==> config.mk <==
export PLATFORM = sky130hd
export DESIGN_NAME = sample_fifo
export DESIGN_NICKNAME = d
export VERILOG_FILES = /design/src/rtl/sample_fifo.sv
export SDC_FILE = /design/constraint.sdc
export NUM_CORES = 1
export LEC_CHECK = 0
export ABC_AREA = 1
export BUFFER_PORTS_ARGS = -buffer_cell sky130_fd_sc_hd__buf_4
export CAP_MARGIN = 20
export CORE_MARGIN = 5
export CORE_UTILIZATION = 40
export DETAILED_ROUTE_END_ITERATION = 8
export GPL_ROUTABILITY_DRIVEN = 0
export PLACE_DENSITY = 0.57
export SLEW_MARGIN = 20
export SYNTH_ARGS = -nofsm -noshare
export SYNTH_HDL_FRONTEND = slang
export SYNTH_SLANG_ARGS = --single-unit
==> constraint.sdc <==
create_clock -name clk -period 2.6 [get_ports clk]
set_input_delay 0.13 -clock clk [delete_from_list [all_inputs] [get_ports clk]]
set_output_delay 0.13 -clock clk [all_outputs]
set_load 0.05 [all_outputs]
==> src/rtl/sample_fifo.sv <==
// Synchronous first-word-fall-through byte FIFO feeding the PSK modulator.
// Define SAMPLE_FIFO_ERR_FLAGS_EN to build the sticky overflow/underflow flags.
module sample_fifo #(
    parameter int unsigned DEPTH        = 16,
    parameter int unsigned AF_THRESHOLD = 12
) (
    input  logic                     clk,
    input  logic                     rst,
    input  logic                     wr_en,
    input  logic [7:0]               wr_data,
    output logic                     full,
    output logic                     almost_full,
    input  logic                     rd,
    output logic [7:0]               rd_data,
    output logic                     empty,
    output logic [$clog2(DEPTH):0]   level,
    output logic                     overflow,
    output logic                     underflow,
    input  logic                     err_clr
);

    localparam int unsigned AW = $clog2(DEPTH);
    localparam int unsigned LW = AW + 1;
    localparam logic [LW-1:0] LvlFull = LW'(DEPTH);
    localparam logic [LW-1:0] LvlAf   = LW'(AF_THRESHOLD);

    logic [7:0]    mem [DEPTH];
    logic [AW-1:0] wr_ptr_q, wr_ptr_d;
    logic [AW-1:0] rd_ptr_q, rd_ptr_d;
    logic [LW-1:0] level_q, level_d;
    logic          empty_q, full_q, af_q;
    logic          push, pop;

    assign push = wr_en & ~full_q;
    assign pop  = rd & ~empty_q;

    always_comb begin
        wr_ptr_d = wr_ptr_q;
        rd_ptr_d = rd_ptr_q;
        level_d  = level_q;
        if (push) begin
            wr_ptr_d = wr_ptr_q + AW'(1);
        end
        if (pop) begin
            rd_ptr_d = rd_ptr_q + AW'(1);
        end
        if (push && !pop) begin
            level_d = level_q + LW'(1);
        end else if (pop && !push) begin
            level_d = level_q - LW'(1);
        end
    end

    // Status flags are registered from the next level so they line up with level_q.
    always_ff @(posedge clk) begin
        if (!rst) begin
            wr_ptr_q <= '0;
            rd_ptr_q <= '0;
            level_q  <= '0;
            empty_q  <= 1'b1;
            full_q   <= 1'b0;
            af_q     <= 1'b0;
        end else begin
            wr_ptr_q <= wr_ptr_d;
            rd_ptr_q <= rd_ptr_d;
            level_q  <= level_d;
            empty_q  <= (level_d == '0);
            full_q   <= (level_d == LvlFull);
            af_q     <= (level_d >= LvlAf);
        end
    end

    // Storage has no reset; only pointer state is cleared.
    always_ff @(posedge clk) begin
        if (rst && push) begin
            mem[wr_ptr_q] <= wr_data;
        end
    end

    assign rd_data     = mem[rd_ptr_q];
    assign empty       = empty_q;
    assign full        = full_q;
    assign almost_full = af_q;
    assign level       = level_q;

`ifdef SAMPLE_FIFO_ERR_FLAGS_EN
    logic ovf_q, ovf_d;
    logic unf_q, unf_d;

    // A new error in the same cycle as err_clr keeps the flag set.
    always_comb begin
        ovf_d = (ovf_q & ~err_clr) | (wr_en & full_q);
        unf_d = (unf_q & ~err_clr) | (rd & empty_q);
    end

    always_ff @(posedge clk) begin
        if (!rst) begin
            ovf_q <= 1'b0;
            unf_q <= 1'b0;
        end else begin
            ovf_q <= ovf_d;
            unf_q <= unf_d;
        end
    end

    assign overflow  = ovf_q;
    assign underflow = unf_q;
`else
    logic unused_err_clr;
    assign unused_err_clr = err_clr;
    assign overflow       = 1'b0;
    assign underflow      = 1'b0;
`endif

endmodule
# Yosys cells after proc, flatten, opt, wreduce, memory -nomap -nowiden
# Memory sizes are Yosys's and may differ from the RTL's. A register that Yosys moved wholly into a read port is not among the register bits.
# Cells that the tools add are included.
# word_totals
ff_bits	16
ramBits	128
mem_count	1
word_cells	29
out_inout_bits	18
inputBits	13
# memory_table
name	depth	word_bits	read_ports	rd_ports_with_merged_regs	write_ports	line	text
mem	16	8	1	1	1	27	logic [7:0] mem [DEPTH];
# op_classes
reduce_logical	6
order_cmp	1
n_addsub	4
n_eq_ne	1
muxes	6
n_bitwise	4
# ops
cell	count
$mux 5	2
$add 4x1->4 const B	2
$mux 4	2
$add 5x1->5 const B	1
$eq 5x5->1 const B	1
$ge 5x4->1 const B	1
$logic_not 5->1	1
$sub 5x1->5 const B	1
$logic_and 1x1->1	3
$and 1x1->1	2
$logic_not 1->1	2
$mux 1	2
$not 1->1	2

# Depth between registers and ports, before layout
# logic_depth
ltp_word	7
depth_mapped	11
depth_no_buf	10

# Worst setup path after synthesis
# Ideal clock, no wire load.
# synth_timing
kind	register to register
from	register full_q (netlist: full)
to	memory mem[3][0] (enable)
arrival_ns	1.326
required_ns	2.230
synth_period_minus_slack_ns	1.696
setup_slack_ns	0.904
path_stages_with_launch	5
path_cell_list	dfxtp_1 nor2_2 buf_6 nand2_1 nor2_1
# synth_between
elab_chain_cells	5
# synth_rtl
element	line	text
from (decl)	31	logic empty_q, full_q, af_q;
from (signal assigned)	68	full_q <= (level_d == LvlFull);
$not 1->1	34	assign push = wr_en & ~full_q;
$and 1x1->1	34	
$logic_and 1x1->1	75	if (rst && push) begin
$mux 1	75	
$mux 1 (implied by the code)	76	mem[wr_ptr_q] <= wr_data;
to (decl)	27	
# Every way passes these cells.

==> key figures <==
Outcome
  • Status: completed

Placement
  • Place WS: approximately 0.65 ns
  • Post-DP HPWL: 8620 um
  • Port bufs: 27

Clock tree
  • Clk buf depth: 2
  • Clock-pin transition on the worst setup and hold timing paths: 0.06 ns
  • H-tree levels: 4
  • CTS resizes: 0
  • Clk sinks: around 150
  • Setup Buffers After CTS: 0
  • Worst skew pair latency: 0.42 ns
  • CTS root buffer: clkbuf_16
  • TritonCTS Buffers: 17
  • Cts hold-fix bufs: 1
  • CTS tree: yes

Detailed routing
  • Routed WL per cell: 17.6 um
  • Detailed-route via count: between 4k and 5k
  • 1st-iter DRT viols: 301
  • Routed WL: 13,500 um
  • DRT Pass-1 Iters: 5
  • Vias per cell: 5.27
  • DRT antenna net count: 0
  • Number of remaining DRC errors: 0

Yosys
  • Syn Area/Cell: between 10 and 15 um2
  • Synth Area in XOR/XNOR: 0.00143
  • Adder-cell area share of the yosys netlist: 0.0143
  • Syn. warnings: 0
  • Multiplexer share of the synthesized area: 0
  • Synth Area in Simple Gates: 0.141
  • Post-synthesis compound-gate area fraction: 0.110
  • #FFs+latches synth: 148
  • Yosys cell types: 31
  • Mapped Area: 6130 um2
  • Top_reg_cell synth: edfxtp_1
  • Sequential area share after synthesis: 0.692
  • Synth Instances: 523
  • Post-synth EDFFs: 128
  • Asr flop ratio synth: 0
  • Largest family of logic cells by synthesized area: simple AND/OR/NAND/NOR gates

Layout
  • Share of cells above drive strength 1: 0.174
  • Layout area overhead: 17.0%
  • Fillers: 1,365
  • Final Net Count: 586
  • # diodes: 0

Global route
  • Antenna violations before repair: 0
  • Global-route wire length before repair: 20,800 um
  • Total global-route track usage: 0.155
  • Vias in the first global route: 3,838
  • Largest net degree at the start of global routing: 49
  • Total global routing overflow: 0

Worst setup path
  • Worst path cell trace: buf_4, o21ai_0, o21ai_0, o211ai_1, nand2_1, buf_4
  • CP top delay family: flip-flops
  • Crit. End Element: primary output
  • Critical path's largest stage delay: 0.79 ns
  • Critical path class: flop to primary output
  • Worst setup SP type: flop
  • WP buf/inv: 2
  • CP max FO: 35
  • Critical Path RT: 2.47 ns
  • Cell at the slowest stage of the critical path: dfxtp_2
  • Critical Path AT: 2.24 ns

STA
  • RSZ-0062 raised after global routing: false
  • Tcrit/Tclk final: 0.912
  • Setup TNS: 0 ns
  • Post-layout worst setup margin: 0.228 ns
  • Peak Freq: 422 MHz
  • Fin crit period: 2.37 ns
  • Final setup viols: 0
  • Slew @ Worst Pin: roughly 0.9 ns
  • Slew Viols, Final: 0
  • Clk_skew: 0.00572 ns
  • Final hold violations: 0
  • Max-slew headroom: 0.399

Floorplan
  • Boundary Pins: 31
  • Core Area: 15,100 um2
  • Die Ht: around 130 um
  • Full die area: ~18,000 um2
  • Die width: 134 um
  • FP Rows: 45
  • Initial core utilization: 0.406

Pwr
  • Tot Pwr: 6.07 mW
  • Leakage dissipation: 2.50 nW
  • Pwr Density: 846 nW/um2
  • VDD IR max: 0.000523 V

Job
  • Max-cap violations: 0

Hold path
  • Hold Crit Class: primary input to flop
==> logic make-up (layout without fill, tap and decap cells) <==
logic type,after synthesis,in the layout
simple gates,201,201
fa+ha+maj,7,7
compound gates,117,117
xor+xnor,1,1
other cells,1,2
buf+inv,48,103
flops,148,148
==> registers in the layout, indices dropped and copies added (netlist names), named ones only <==
signal       count
empty            1
wr_ptr_q         4
level            5
rd_ptr_q         4
almost_full      1
mem            128
full             1
==> per-layer routing <==
metal | GRT usage | routed length, um
met5 | 0 | 0
met4 | 0.0566 | 207
met3 | 0.0398 | 724
met2 | 0.258 | 6590
met1 | 0.197 | 5990
==> layout make-up <==
class | count | area, um2 | area share
flip-flops and latches | 148 | 4250 | 0.592
clock buffers | 17 | 425 | 0.0593
well taps | 188 | 235 | 0.0328
repair buffers | 51 | 398 | 0.0555
clock inverters | 15 | 140 | 0.0195
inverters | 20 | 80.1 | 0.0112
multi-input cells | 328 | 1650 | 0.229
==> synth_stat cells, types with 4 or more instances <==
cell type,number,area share
nor2_1,120,0.073
clkbuf_1,9,0.0055
nand2_2,4,0.0041
nand2_1,37,0.023
nand3_2,4,0.0065
ha_1,7,0.014
nand3_1,27,0.022
edfxtp_1,128,0.63
o21ai_1,6,0.0049
buf_2,8,0.0065
o211ai_1,32,0.039
a21oi_1,8,0.0065
o21ai_0,68,0.056
inv_1,17,0.010
buf_6,4,0.0073
buf_4,4,0.0049
dfxtp_1,20,0.065
==> stage by stage <==
stage | std cells | util | hold slack, ns | instance area [um2]
final | 767 | 0.475 | 0.0337 | 7170
after global placement | 734 | 0.437 | 0.416 | 6600
after detailed placement | 734 | 0.437 | 0.422 | 6600
after global routing | 767 | 0.475 | 0.0312 | 7170
after floorplan | 524 | - | 0.229 | 6130
after CTS | 767 | 0.475 | 0.0144 | 7170
==> power by group <==
part           switching [mW]  internal (mW)  total [mW]
combinational           0.711          0.322        1.03
clock                   0.930           1.40        2.33
sequential             0.0731           2.63        2.71
==> placed cells by master, fill, tap and decap left out, types with 2 or more instances in the layout <==
cell	synthesis	final
o21ai_0	68	68
nor2_1	120	120
edfxtp_1	128	128
clkinvlp_4	0	3
dfxtp_1	20	18
nand2_2	4	4
dfxtp_2	0	2
nand3_1	27	27
clkinv_4	0	2
nor2_4	2	2
a21oi_1	8	8
nand2_1	37	37
clkbuf_16	0	17
buf_4	4	49
conb_1	1	2
o211ai_1	32	32
clkinv_1	0	3
inv_2	2	2
o21ai_1	6	6
nand3_2	4	4
ha_1	7	7
bufinv_16	0	2
inv_6	1	2
inv_1	17	17
nor2_2	2	2
clkinv_2	0	4
a21oi_2	2	2
==> final timing paths <==
check	depth (start not counted)	slack [ns]	to	start
worst max-delay path	6	0.23	rd_data[4]	flop
worst min-delay path	1	0.03	mem[3][3]	wr_data[3]
worst max register to register	4	0.68	mem[15][6]	full
worst min register to register	1	0.45	rd_ptr_q[3]	rd_ptr_q[3]
Note: power is estimated with default switching activity, not from simulation.
